`config.mk`:
```
export PLATFORM = sky130hd
export DESIGN_NAME = alu_arbiter
export DESIGN_NICKNAME = d
export VERILOG_FILES = /design/src/rtl/alu_arbiter.sv
export SDC_FILE = /design/constraint.sdc
export NUM_CORES = 1
export LEC_CHECK = 0
export BUFFER_PORTS_ARGS = -buffer_cell sky130_fd_sc_hd__buf_2
export CORE_MARGIN = 2
export CORE_UTILIZATION = 45
export CTS_CLUSTER_DIAMETER = 120
export DETAILED_ROUTE_END_ITERATION = 8
export PLACE_DENSITY = 0.83
export SYNTH_ARGS = -nofsm -noshare
export SYNTH_HDL_FRONTEND = slang
export SYNTH_SLANG_ARGS = --single-unit
```
`constraint.sdc`:
```
create_clock -name clk -period 1.8 [get_ports clk]
set_input_delay 0.36 -clock clk [delete_from_list [all_inputs] [get_ports clk]]
set_output_delay 0.36 -clock clk [all_outputs]
set_load 0.03 [all_outputs]
```
`src/rtl/alu_arbiter.sv`:
```
// Two-requester arbiter sharing one combinational ALU: grants one command at a time,
// holds operands for SETTLE_CYCLES, then presents the captured result as a response.
module alu_arbiter #(
    parameter int unsigned SETTLE_CYCLES = 1
) (
    input  logic       clk,
    input  logic       rst,

    input  logic       req0_valid,
    output logic       req0_ready,
    input  logic [3:0] req0_a,
    input  logic [3:0] req0_b,
    input  logic [2:0] req0_op,

    input  logic       req1_valid,
    output logic       req1_ready,
    input  logic [3:0] req1_a,
    input  logic [3:0] req1_b,
    input  logic [2:0] req1_op,

    output logic [3:0] alu_a,
    output logic [3:0] alu_b,
    output logic [2:0] alu_opcode,
    input  logic [7:0] alu_z,

    output logic       rsp_valid,
    input  logic       rsp_ready,
    output logic       rsp_id,
    output logic [7:0] rsp_z,
    output logic       busy
);

    typedef enum logic [1:0] {StIdle, StExec, StResp} state_e;

    state_e     state;
    logic [3:0] settle_cnt;
    logic       last_grant;
    logic       grant1;
    logic       accept;

    // On a tie the requester that was not served last wins.
    assign grant1     = req1_valid & (~req0_valid | ~last_grant);
    assign req0_ready = (state == StIdle) & req0_valid & ~grant1;
    assign req1_ready = (state == StIdle) & grant1;
    assign accept     = req0_ready | req1_ready;

    always_ff @(posedge clk or posedge rst) begin
        if (rst) begin
            state      <= StIdle;
            settle_cnt <= 4'd0;
            last_grant <= 1'b1;
            alu_a      <= 4'd0;
            alu_b      <= 4'd0;
            alu_opcode <= 3'd0;
            rsp_id     <= 1'b0;
            rsp_z      <= 8'h00;
            rsp_valid  <= 1'b0;
            busy       <= 1'b0;
        end else begin
            unique case (state)
                StIdle: begin
                    if (accept) begin
                        alu_a      <= grant1 ? req1_a  : req0_a;
                        alu_b      <= grant1 ? req1_b  : req0_b;
                        alu_opcode <= grant1 ? req1_op : req0_op;
                        rsp_id     <= grant1;
                        settle_cnt <= 4'(SETTLE_CYCLES);
                        busy       <= 1'b1;
                        state      <= StExec;
                    end
                end
                StExec: begin
                    if (settle_cnt <= 4'd1) begin
                        rsp_z      <= alu_z;
                        settle_cnt <= 4'd0;
                        rsp_valid  <= 1'b1;
                        state      <= StResp;
                    end else begin
                        settle_cnt <= settle_cnt - 4'd1;
                    end
                end
                StResp: begin
                    if (rsp_ready) begin
                        rsp_valid  <= 1'b0;
                        busy       <= 1'b0;
                        last_grant <= rsp_id;
                        state      <= StIdle;
                    end
                end
                default: begin
                    state <= StIdle;
                end
            endcase
        end
    end

endmodule

```
==> qor.txt <==
Status: completed
First-pass GRT wire length: 5280 um
FP Rows: 20
Largest net degree at the start of global routing: 30
Die Y: 59.5 um
Clock root cell: clkbuf_4
Critical Path Fanout Max: 6
PwrDens: 2010 nW/um^2
Worst R2R Setup Slack: 0.08 ns
Routability congestion estimate from global placement: 0.756
Layout cell share with drive strength beyond 1: 0.648
Die X: 59.5 um
Fmax: 582 MHz
DR pass1 iterations: 4
Via Count: 1,100
Inserted Clock Buffers: 5
R2r endpoint: rsp_z[2]
Final setup TNS: 0 ns
Area Overhead vs Synth: 34.5%
Max-slew violation total from the final report: 0
Final period util: 0.954
Port bufs: 58
WP data required: 2.02 ns
Total track usage: 0.203
H-tree lvl count: 2
# diodes: 0
Slew at the pin closest to its max-slew limit: 0.388 ns
Final-report setup violation count: 0
Startpoint Class: flip-flop
Clock buffer depth: 2
VDD IR max: 1.17 mV
Synthesized area: 1390 um^2
ANT nets after route: 0
Setup crit end kind: flip-flop
Post-layout min period: 1.72 ns
Synth Area per Inst: 13.2 um^2
Initial antenna violation count: 0
Leak Pwr: 0.911 nW
Post-synth cell types: 33
# DRC: 0
Routed wire length: 3200 um
Routed length per placed instance: 15.3 um
Core footprint: 3000 um^2
Critical Path Max Stage Delay: 0.44 ns
Vias per inst: 5.26
Yosys warning total: 0
Unrepaired setup endpoints after global routing: false
Worst-path clk slew: 0.09 ns
Starting density of the core: 0.462
CP max-delay cell: dfrtp_1
Setup ws final: 0.0825 ns
Syn nets: 142
Arr. time, crit path: 1.94 ns
Net count reported at finish: 212
CP Cell Sequence: inv_1 -> ha_1 -> o21bai_4 -> nor3_4 -> buf_4 -> mux2_2
DP Worst Slack: 0.00738 ns
Number of global-route vias before repair: 1,130
Clk_lat worst skew: 0.33 ns
WS Path Type: reg -> reg
# fillers: 235
HP Class: in -> async
Reg2reg start: settle_cnt[0]
# IOs: 59
Max-Cap Viols: 0
Mapped Cells: 105
Rel. slew slack: 0.741
Fin cells: 209
Sequential area share after synthesis: 0.524
Final Hold Viols: 0
Initial DRC Count: 20
Yosys reg bits: 29
DP Cell Count: 197
CTS sink count: 29
Hpwl dp: 2310 um
Die area: 3540 um^2
Skew final: 0.00613 ns
Remaining Overflow, GRT: 0
TritonCTS clock tree: yes
Reg2Reg Depth: 6
[kinds of logic (layout without fill, tap and decap cells)]
logic type / count (synthesis) / after routing / share of synthesized area
flops: 29 / 29 / 0.524
buf+inv: 9 / 79 / 0.0334
fa+ha+maj: 2 / 2 / 0.0180
simple gates: 18 / 19 / 0.0858
mux: 31 / 31 / 0.252
compound gates: 16 / 16 / 0.0866
[synth_stat cells]
cell / instances / area [um^2]
nand2b_1: 1 / 6.26
o221ai_1: 1 / 8.76
mux2_2: 31 / 349
a211o_1: 1 / 8.76
and2_1: 1 / 6.26
nor2b_1: 1 / 6.26
buf_6: 1 / 11.3
nor3_4: 1 / 16.3
or2_2: 1 / 6.26
nand2b_4: 1 / 13.8
clkbuf_2: 1 / 5.00
o21ai_0: 4 / 20.0
a21boi_2: 1 / 11.3
o31a_1: 1 / 8.76
buf_4: 1 / 7.51
nor3b_1: 2 / 15.0
nand2_1: 2 / 7.51
nand3b_1: 1 / 7.51
dfstp_2: 1 / 26.3
clkbuf_1: 1 / 3.75
a32o_1: 1 / 10.0
o22ai_1: 1 / 6.26
nor3_1: 1 / 5.00
inv_1: 5 / 18.8
and2b_1: 1 / 7.51
a21o_1: 2 / 15.0
o21a_1: 2 / 15.0
a2bb2oi_1: 1 / 8.76
nor2_1: 4 / 15.0
nor4_1: 1 / 6.26
o21bai_1: 1 / 7.51
dfrtp_1: 28 / 701
ha_1: 2 / 25.0
[sequential cells by signal, summed over array words and instances (netlist names)]
signal,count
rsp_z,8
alu_a,4
alu_b,4
settle_cnt,4
alu_opcode,3
state,2
busy,1
last_grant,1
rsp_id,1
rsp_valid,1
[per-layer routing]
metal	global-route usage	wire, um	share of wire	vias up
met4	0.0667	57	0.018	0
met1	0.250	1270	0.40	529
li1	-	-	-	521
met2	0.339	1680	0.53	44
met3	0.0633	182	0.057	6
met5	0	0	0	-
[per-stage QoR]
stage	area, um^2	power (mW)	hold WS [ns]	utilization
after floorplan	1390	2.59	0.437	-
after global placement	1730	3.02	0.435	0.575
after detailed placement	1730	3.12	0.450	0.575
after CTS	1840	3.69	0.0862	0.614
after global routing	1860	3.97	0.111	0.621
final	1860	3.74	0.0861	0.621
[timing repair]
item	4_1_cts	5_1_grt
setup buffers	4	0
pin swaps	2	0
gates cloned	1	0
resized for setup	3	6
hold buffers	0	0
hold endpoints to repair	0	0
endpoints found under the setup margin	5	7
[worst max-delay path: cells and delay by family, from the launching register on]
kind	cells	cell delay [ns]
DFF	1	0.44
muxes	1	0.33
buffers and inverters	2	0.27
adders and majority gates	1	0.24
and+or+nand+nor	1	0.20
AOI/OAI and AO/OA	1	0.13
[power by group]
part	switching [mW]	leakage (nW)	internal (mW)
Combinational	1.17	0.528	0.894
Clock	0.224	0.0413	0.226
Sequential	0.234	0.342	0.990
[how the worst max path moves through the flow]
| stage | start | endpoint | slack, ns |
|---|---|---|---|
| after floorplan | settle_cnt[0] | rsp_z[0] | 0.23 |
| after global placement | settle_cnt[0] | rsp_z[5] | 0.14 |
| after detailed placement | settle_cnt[0] | rsp_z[4] | 0.007 |
| after CTS | state[0] | req0_ready | 0.03 |
| after global routing | settle_cnt[0] | rsp_z[5] | 0.004 |
| final | settle_cnt[0] | rsp_z[2] | 0.08 |
[placed cells by master, fill, tap and decap left out, types with 3 or more instances in the layout]
master	count
o21ai_0	4
dfrtp_1	27
buf_4	10
inv_1	5
mux2_2	31
nor2_1	3
buf_2	56
clkbuf_4	5
[area by class of cell]
cell class / instances / area, um^2 / area share
tap: 33 / 41.3 / 0.0221
multi-input combinational: 68 / 651 / 0.349
inverter: 5 / 18.8 / 0.0101
clock inverter: 1 / 5.00 / 0.00268
sequential: 29 / 728 / 0.391
timing repair buffer: 66 / 355 / 0.191
clock buffer: 7 / 65.1 / 0.0349
No activity file was read; power rests on OpenSTA's default activity.
